[src/rtl/alu_op_issue.sv]
// alu_op_issue
//   Execute-stage issue buffer. Encodes decoded ALUOp/Funct3/Funct7 into the
//   ALU Operation code and hands it to the ALU through a two-entry skid buffer
//   (main + skid register) with valid/ready handshakes on both sides.
//   Unsupported encodings are passed through as Operation 1111 with
//   illegal=1 and are counted in a saturating debug counter.
//
// Ports
//   clk, reset     clock, asynchronous active-low reset
//   in_valid/in_ready           upstream handshake (in_ready is a flop)
//   ALUOp, Funct3, Funct7       decoded instruction fields
//   flush                       drop buffered and incoming entries
//   out_valid/out_ready         ALU-side handshake
//   Operation, illegal          head entry presented to the ALU
//   illegal_cnt                 saturating count of accepted illegal entries
module alu_op_issue #(
    parameter int OPCODE_LENGTH = 4,
    parameter int CNT_WIDTH     = 8
) (
    input  logic                     clk,
    input  logic                     reset,
    input  logic                     in_valid,
    output logic                     in_ready,
    input  logic [1:0]               ALUOp,
    input  logic [2:0]               Funct3,
    input  logic [6:0]               Funct7,
    input  logic                     flush,
    output logic                     out_valid,
    input  logic                     out_ready,
    output logic [OPCODE_LENGTH-1:0] Operation,
    output logic                     illegal,
    output logic [CNT_WIDTH-1:0]     illegal_cnt
);

    localparam logic [OPCODE_LENGTH-1:0] OP_AND = OPCODE_LENGTH'(4'b0000);
    localparam logic [OPCODE_LENGTH-1:0] OP_OR  = OPCODE_LENGTH'(4'b0001);
    localparam logic [OPCODE_LENGTH-1:0] OP_ADD = OPCODE_LENGTH'(4'b0010);
    localparam logic [OPCODE_LENGTH-1:0] OP_EQ  = OPCODE_LENGTH'(4'b1000);
    localparam logic [OPCODE_LENGTH-1:0] OP_ILL = '1;

    typedef enum logic [1:0] {EMPTY, ONE, FULL} state_t;

    state_t state, state_nxt;

    logic [OPCODE_LENGTH-1:0] enc_op, main_op, skid_op;
    logic                     enc_ill, main_ill, skid_ill;
    logic                     accept, pop;
    logic                     load_main, load_skid, move_skid;

    // ---------------- encoder ----------------
    always_comb begin
        enc_op  = OP_ILL;
        enc_ill = 1'b1;
        case (ALUOp)
            2'b00: begin
                enc_op  = OP_ADD;
                enc_ill = 1'b0;
            end
            2'b01: begin
                if (Funct3 == 3'b000) begin
                    enc_op  = OP_EQ;
                    enc_ill = 1'b0;
                end
            end
            default: begin
                // R-type requires Funct7 == 0 (rejects SUB/SRA); I-type ignores it
                if (ALUOp[0] || (Funct7 == 7'd0)) begin
                    case (Funct3)
                        3'b000:  begin enc_op = OP_ADD; enc_ill = 1'b0; end
                        3'b111:  begin enc_op = OP_AND; enc_ill = 1'b0; end
                        3'b110:  begin enc_op = OP_OR;  enc_ill = 1'b0; end
                        default: begin enc_op = OP_ILL; enc_ill = 1'b1; end
                    endcase
                end
            end
        endcase
    end

    // ---------------- handshake / FSM ----------------
    assign out_valid = (state != EMPTY);
    assign accept    = in_valid & in_ready & ~flush;
    assign pop       = out_valid & out_ready;

    always_comb begin
        state_nxt = state;
        load_main = 1'b0;
        load_skid = 1'b0;
        move_skid = 1'b0;
        case (state)
            EMPTY: begin
                if (accept) begin
                    state_nxt = ONE;
                    load_main = 1'b1;
                end
            end
            ONE: begin
                if (accept && !pop) begin
                    state_nxt = FULL;
                    load_skid = 1'b1;
                end else if (accept && pop) begin
                    load_main = 1'b1;
                end else if (pop) begin
                    state_nxt = EMPTY;
                end
            end
            FULL: begin
                if (pop) begin
                    state_nxt = ONE;
                    move_skid = 1'b1;
                end
            end
            default: state_nxt = EMPTY;
        endcase
        // a pop in the flush cycle still counts; only the buffer is emptied
        if (flush) state_nxt = EMPTY;
    end

    always_ff @(posedge clk or negedge reset) begin
        if (!reset) begin
            state    <= EMPTY;
            in_ready <= 1'b1;
        end else begin
            state    <= state_nxt;
            // registered from next state so it never depends on out_ready combinationally
            in_ready <= (state_nxt != FULL);
        end
    end

    // ---------------- storage ----------------
    always_ff @(posedge clk or negedge reset) begin
        if (!reset) begin
            main_op  <= '0;
            main_ill <= 1'b0;
            skid_op  <= '0;
            skid_ill <= 1'b0;
        end else begin
            if (load_main) begin
                main_op  <= enc_op;
                main_ill <= enc_ill;
            end else if (move_skid) begin
                main_op  <= skid_op;
                main_ill <= skid_ill;
            end
            if (load_skid) begin
                skid_op  <= enc_op;
                skid_ill <= enc_ill;
            end
        end
    end

    assign Operation = main_op;
    assign illegal   = main_ill;

    // ---------------- illegal counter (reset only, survives flush) ----------------
    always_ff @(posedge clk or negedge reset) begin
        if (!reset) begin
            illegal_cnt <= '0;
        end else if (accept && enc_ill && (illegal_cnt != '1)) begin
            illegal_cnt <= illegal_cnt + CNT_WIDTH'(1);
        end
    end

endmodule

[config.mk]
export PLATFORM = sky130hd
export DESIGN_NAME = alu_op_issue
export DESIGN_NICKNAME = d
export VERILOG_FILES = /design/src/rtl/alu_op_issue.sv
export SDC_FILE = /design/constraint.sdc
export NUM_CORES = 1
export LEC_CHECK = 0
export CORE_ASPECT_RATIO = 1.25
export CORE_UTILIZATION = 51
export CTS_BUF_LIST = sky130_fd_sc_hd__clkbuf_8
export DETAILED_ROUTE_END_ITERATION = 8
export PLACE_DENSITY = 0.95
export SLEW_MARGIN = 20
export SYNTH_ARGS = -nofsm -noshare
export SYNTH_HDL_FRONTEND = slang
export SYNTH_SLANG_ARGS = --single-unit
export TNS_END_PERCENT = 50
[constraint.sdc]
create_clock -name clk -period 4.2 [get_ports clk]
set_clock_uncertainty 0.2 [all_clocks]
set_input_delay 0.42 -clock clk [delete_from_list [all_inputs] [get_ports clk]]
set_output_delay 0.42 -clock clk [all_outputs]
set_load 0.005 [all_outputs]
==> summary.md, run 1 <==
| Metric | Value |
|---|---|
| Outcome | `complete, no violations` |
| Yosys top cell area share | `a little under 50%` |
| CTS root buf | `clkbuf_8` |
| CTS clock-pin slew for the worst setup and hold paths | `70 ps` |
| Synth Cell Area | `approximately 1000 sq um` |
| Leading cell type in the layout, fill and taps excluded | `clkdlybuf4s50_1` |
| Clk Latency, worst-skew pair | `250 ps` |
| Post-synth ARST share | `100.0%` |
| Critical path launch point type | `register` |
| Max_cap viols | `0` |
| FF-to-FF setup slack | `1890 ps` |
| Worst Tran Pin Value | `916.7 ps` |
| Detailed Place HPWL | `1732 um` |
| Hold Crit Class | `reg2reg` |
| Most used DFF post-synth | `dfrtp_1` |
| Yosys warns | `0` |
| Layout cell share with drive strength beyond 1 | `under 10%` |
| CP endpoint | `illegal_cnt[1]` |
| Commonest non-fill, non-tap cells in the layout | `clkdlybuf4s50_1 (31), dfrtp_1 (20), nand2_1 (13)` |
| Synthesized flop and latch total | `21` |
| Clk sinks | `21` |
| Kind of critical path | `reg2reg` |
| Lkg Pwr | `0.6005 nW` |
| TritonCTS clock tree | `done` |
| Synth Net Count | `about 120` |
| CP Launch Point | `illegal_cnt[0]` |
| Worst Path Required | `4140 ps` |
| Clk buf depth | `2` |
| Largest net degree at the start of global routing | `22` |
| Synth top area cells | `dfrtp_1 (49%), xnor2_1 (5.1%), nand2_1 (4.8%)` |
| Place WS | `around 1700 ps` |
| CP Max Fanout | `8` |
| Pre-antenna DRT Iters | `4` |
| FF-to-FF End | `illegal_cnt[1]` |
| GP Congestion | `0.7796` |
| CP arrival | `2250 ps` |
| RSZ-0062 raised after global routing | `no` |
| Overall Global Routing Usage | `21.94%` |
| CTS H-Tree Depth | `1` |
| Syn Area/Cell | `10.58 sq um` |
| Post-Route WL | `2231 um` |
| Initial antenna violation count | `0` |
| # rows | `17` |
| Die X | `42.12 um` |
| Port buffer count | `31` |
| Core ar. | `1829 sq um` |
| Final period util | `between 50% and 60%` |
| Sequential area share after synthesis | `between 50% and 60%` |
| # nets final | `150` |
| Final Hold Fails | `0` |
| Critical Path End Type | `register` |
| Area growth from synthesis to layout | `36.58%` |
| Post-cts resize count | `0` |
| Vias | `871` |
| CP Cell Sequence | `ha_1 > and3_1 > a311o_1 > a211oi_4 > mux2_1` |
| Postcts setup bufs | `0` |
| Vias in the first global route | `870` |
| Remaining global-route overflow | `0` |
| Area of the die | `between 2000 and 2500 sq um` |
| Setup ws final | `1888 ps` |
| Cts bufs inserted | `3` |
| Initial Util | `about 56%` |
| First-pass GRT wire length | `3601 um` |
| Starting DRC count in detailed routing | `5` |
| R2R cell count | `5` |
| Final ANT Viol Nets | `0` |
| I/O Pins | `32` |
| Fmax | `roughly 430 MHz` |
| DR DRC count | `0` |
| Final setup viols | `0` |
| CP max stage cell | `dfrtp_1` |
| Worst rel slew slack | `38.70%` |
| Fin. max-slew vios | `0` |
| Synth Instances | `97` |
| Die Y | `52.15 um` |
| Unique masters post-synth | `37` |
| EDFF count, synth | `0` |
| Post-CTS Hold Fix Bufs | `0` |
| N_diodes | `0` |
| Vias per cell | `slightly below 6` |
| Largest stage delay, worst path | `410 ps` |
| Pwr/cell area | `423.9 nW/um^2` |
| Routed wire per std cell | `between 10 and 15 um` |
| Min cycle time layout | `2312 ps` |
| Reg2Reg Launch Point | `illegal_cnt[0]` |
| Final TNS setup | `0 ps` |
| Leading area contributor after synthesis | `dfrtp_1` |
| Maximum vdd drop | `0.2746 mV` |
==> metal layers <==
metal  vias to the layer above  part of all wire, %  track usage [%]
li1                        415                    -                -
met1                       425                   42            24.94
met2                        27                   53            39.32
met3                         4                  3.2            3.819
met4                         0                  1.4            11.46
met5                         -                    0                0
==> synth_stat cells, types with 2 or more instances <==
cell	n
dfrtp_1	20
nand2_1	13
xnor2_1	6
nor2_1	5
a21oi_1	4
mux2_2	4
nand4_1	4
a31oi_1	3
and3_1	3
inv_1	3
nor2b_1	3
and2_1	2
o21ai_1	2
or3_1	2
==> cells by family (layout without fill, tap and decap cells) <==
family / Yosys count / after routing / synth area share (%)
buf+inv: 4 / 38 / 1.463
flops: 21 / 21 / 51.34
simple gates: 39 / 39 / 19.39
xor+xnor: 7 / 7 / 5.976
mux: 6 / 6 / 6.463
compound gates: 19 / 19 / 14.15
fa+ha+maj: 1 / 1 / 1.219
==> report_power, final <==
group / internal (W) / leakage [nW] / switching [W] / total [W]
Sequential: 0.000251 / 0.253 / 0.0000422 / 0.000293
Combinational: 0.000113 / 0.320 / 0.0000635 / 0.000177
Clock: 0.0000649 / 0.0269 / 0.0000592 / 0.000124
==> flip-flops by register name (all words and copies together), names as in the netlist <==
name and count:
illegal_cnt 8, Operation 4, skid_op 4, state 2
illegal 1, in_ready 1, skid_ill 1
==> final cells by class <==
type	count	area, sq um
clock buffer	3	41.29
sequential	21	526.8
fill	137	427.9
clock inverter	1	3.754
tap	19	23.77
multi-input combinational	72	484.2
timing repair buffer	31	310.3
inverter	3	11.26
==> per-stage QoR <==
step | util (%) | area (sq um) | power, W | hold WS [ps] | cells
5_1_grt | 76.61 | 1401 | 0.0006275 | 334.2 | 150
3_3_place_gp | 74.15 | 1356 | 0.0004637 | 280.2 | 146
6_report | 76.61 | 1401 | 0.0005940 | 303.1 | 150
4_1_cts | 76.61 | 1401 | 0.0005986 | 308.3 | 150
2_1_floorplan | - | 1026 | 0.0003658 | -75.59 | 97
3_5_place_dp | 74.15 | 1356 | 0.0004742 | 292.1 | 146
==> critical path, delay by kind of cell, from the launching register on <==
kind	cells	cell delay, ps
AO/OA/AOI/OAI	2	780
flip-flops	1	410
multiplexers	1	360
adder cells (fa/ha/maj)	1	260
AND/OR/NAND/NOR	1	180
==> worst min path at each step <==
| stage | startpoint | end | depth (start not counted) |
|---|---|---|---|
| 2_1_floorplan | reset | Operation[0] | 0 |
| 3_3_place_gp | skid_op[0] | skid_op[0] | 2 |
| 3_5_place_dp | skid_op[0] | skid_op[0] | 2 |
| 4_1_cts | skid_op[0] | skid_op[0] | 2 |
| 5_1_grt | illegal_cnt[5] | illegal_cnt[5] | 1 |
| 6_report | illegal_cnt[5] | illegal_cnt[5] | 1 |
Note: power is estimated with default switching activity, not from simulation.
==> inputs of run 2 (changes only) <==
--- a/config.mk
+++ b/config.mk
@@ -6,10 +6,10 @@
 export NUM_CORES = 1
 export LEC_CHECK = 0
 export CORE_ASPECT_RATIO = 1.25
-export CORE_UTILIZATION = 51
+export CORE_UTILIZATION = 43
 export CTS_BUF_LIST = sky130_fd_sc_hd__clkbuf_8
 export DETAILED_ROUTE_END_ITERATION = 8
-export PLACE_DENSITY = 0.95
+export PLACE_DENSITY = 0.88
 export SLEW_MARGIN = 20
 export SYNTH_ARGS = -nofsm -noshare
 export SYNTH_HDL_FRONTEND = slang
==> constraint.sdc (replaced) <==
create_clock -name clk -period 2 [get_ports clk]
set_clock_uncertainty 0.2 [all_clocks]
set_input_delay 0.2 -clock clk [delete_from_list [all_inputs] [get_ports clk]]
set_output_delay 0.2 -clock clk [all_outputs]
set_load 0.005 [all_outputs]
==> run 2 against run 1 <==
The run now ends with negative setup slack left. Maximum frequency up 8.8%. Die area rose by 18%. Count of clock-buffer cells in the layout stayed put. Setup slack worse by 2000 ps. Via count up 15%. First-iteration DRC count grew to 3.2 times the previous value. Combinational power rose to 3.4 times the previous value. Clock power is 120% higher. Highest routed layer unchanged.
==> summary.md, run 2 (same netlist as run 1, synthesis figures left out) <==
| Metric | Value |
|---|---|
| Outcome | `finished with violations` |
| Vias per cell | `5.432` |
| Port buffer count | `31` |
| Fin. max-slew vios | `0` |
| Vias in the first global route | `1015` |
| Kind of critical path | `reg2reg` |
| Clk sinks | `21` |
| TritonCTS clock tree | `done` |
| Register share of total power | `40.2%` |
| Initial antenna violation count | `0` |
| Hold Crit Class | `in2async` |
| Initial Util | `45.91%` |
| Overall Global Routing Usage | `23.60%` |
| First-pass GRT wire length | `4347 um` |
| Detailed Place HPWL | `2030 um` |
| Lkg Pwr | `~0.72 nW` |
| Die X | `45.69 um` |
| Final TNS setup | `-291.3 ps` |
| Non-Filler Instances | `185` |
| Cts bufs inserted | `3` |
| Core ar. | `2235 sq um` |
| Worst Tran Pin Value | `between 300 and 400 ps` |
| CP Launch Point | `illegal_cnt[0]` |
| Setup ws final | `-125.3 ps` |
| CP Cell Sequence | `ha_2 > and3_1 > a311o_1 > a211oi_4 > buf_6 > nand4_1 > xnor2_1` |
| Util after Layout | `a little under three quarters` |
| Post-CTS Hold Fix Bufs | `0` |
| Max_cap viols | `0` |
| Min cycle time layout | `roughly 2100 ps` |
| CTS root buf | `clkbuf_8` |
| DR DRC count | `0` |
| Reg2Reg Launch Point | `illegal_cnt[0]` |
| Critical path launch point type | `register` |
| Gate power share | `41.3%` |
| Pre-antenna DRT Iters | `4` |
| Die Y | `56.61 um` |
| CP top delay family | `compound AO/OA/AOI/OAI gates` |
| Design Area, Final | `1604 sq um` |
| CP max stage cell | `dfrtp_1` |
| Maximum vdd drop | `0.6952 mV` |
| Top reg by flops | `illegal_cnt` |
| Post-Route WL | `about 2700 um` |
| Switching Fraction | `around 29%` |
| Largest stage delay, worst path | `roughly 410 ps` |
| CP Max Fanout | `7` |
| Final Hold Fails | `0` |
| Remaining global-route overflow | `0` |
| Routed wire per std cell | `14.74 um` |
| Cell area after placement | `1513 sq um` |
| Layout cell share with drive strength beyond 1 | `24.03%` |
| Largest net degree at the start of global routing | `22` |
| WP buf/inv | `1` |
| Final setup viols | `5` |
| Starting DRC count in detailed routing | `16` |
| Area growth from synthesis to layout | `56.34%` |
| Leading cell type in the layout, fill and taps excluded | `clkdlybuf4s50_1` |
| CTS clock-pin slew for the worst setup and hold paths | `80 ps` |
| Vias | `around 1k` |
| GP Congestion | `0.7933` |
| # nets final | `173` |
| Fill cells | `between 150 and 200` |
| Seq. cell area | `526.8 sq um` |
| Sw power | `0.0004215 W` |
| CTS H-Tree Depth | `1` |
| Final ANT Viol Nets | `0` |
| Worst rel slew slack | `between 70% and 80%` |
| N_diodes | `0` |
| Max reg flops | `8` |
| Worst Path Required | `1980 ps` |
| DP Cell Count | `176` |
| Clk buf depth | `2` |
| Critical Path End Type | `register` |
| Fmax | `~470 MHz` |
| Pint | `0.001049 W` |
| Area of the multi-input gates | `494.2 sq um` |
| Area of the die | `2587 sq um` |
| # rows | `19` |
| Commonest non-fill, non-tap cells in the layout | `clkdlybuf4s50_1 (31), buf_4 (22), dfrtp_1 (20)` |
| Clk pwr share | `around 19%` |
| Clk Latency, worst-skew pair | `260 ps` |
| Pwr/cell area | `between 900 and 1000 nW/um^2` |
| Failing checks | `negative setup slack` |
| RSZ-0062 raised after global routing | `yes` |
| CP arrival | `2110 ps` |
| I/O Pins | `32` |
| Final period util | `106.3%` |
[run 2: cell type report]
cell class                 instances  share of cell area [%]
sequential                        21                   32.84
clock inverter                     1                  0.3120
multi-input combinational         72                   30.81
clock buffer                       3                   2.574
inverter                           3                  0.7020
timing repair buffer              54                   30.34
tap                               31                   2.418
[run 2: power by group through the flow]
stage | clock, W | sequential, W | combinational (W)
after global routing | 0.000296 | 0.000599 | 0.000644
after global placement | 0 | 0.000584 | 0.000503
after detailed placement | 0 | 0.000593 | 0.000535
after CTS | 0.000279 | 0.000585 | 0.000558
after floorplan | 0 | 0.000613 | 0.000170
final | 0.000273 | 0.000590 | 0.000607
[run 2: timing repair]
action,CTS,global route
setup buffers,2,3
pin swaps,2,3
gates resized for setup,1,1
gates cloned,0,0
endpoints found under the setup margin,6,9
[run 2: path summary, 6_finish.rpt]
kind,to,slack (ps),cells after the start
max in group asynchronous,in_ready,1260,2
setup reg to reg,illegal_cnt[7],-130,7
min in group clk,illegal_cnt[5],310,1
setup / recovery,illegal_cnt[7],-130,7
hold / removal,illegal_cnt[0],80,2
hold reg to reg,illegal_cnt[5],310,1
[run 2: through the flow]
stage / total power [W] / setup WS (ps) / hold slack (ps)
after floorplan: 0.0007828 / -35.38 / -295.6
after global placement: 0.001087 / -43.46 / 268.4
after detailed placement: 0.001128 / -110.6 / 288.0
after CTS: 0.001422 / -62.39 / 81.18
after global routing: 0.001538 / -214.7 / 114.9
final: 0.001471 / -125.3 / 76.62
[run 2: metal layers]
| layer | share of wire (%) | wire length, um | GRT usage (%) |
|---|---|---|---|
| met1 | 38 | 1045 | 26.27 |
| met2 | 54 | 1463 | 38.98 |
| met4 | 4.4 | 120 | 15.97 |
| met5 | 0 | 0 | 0 |
| met3 | 3.5 | 96 | 4.180 |
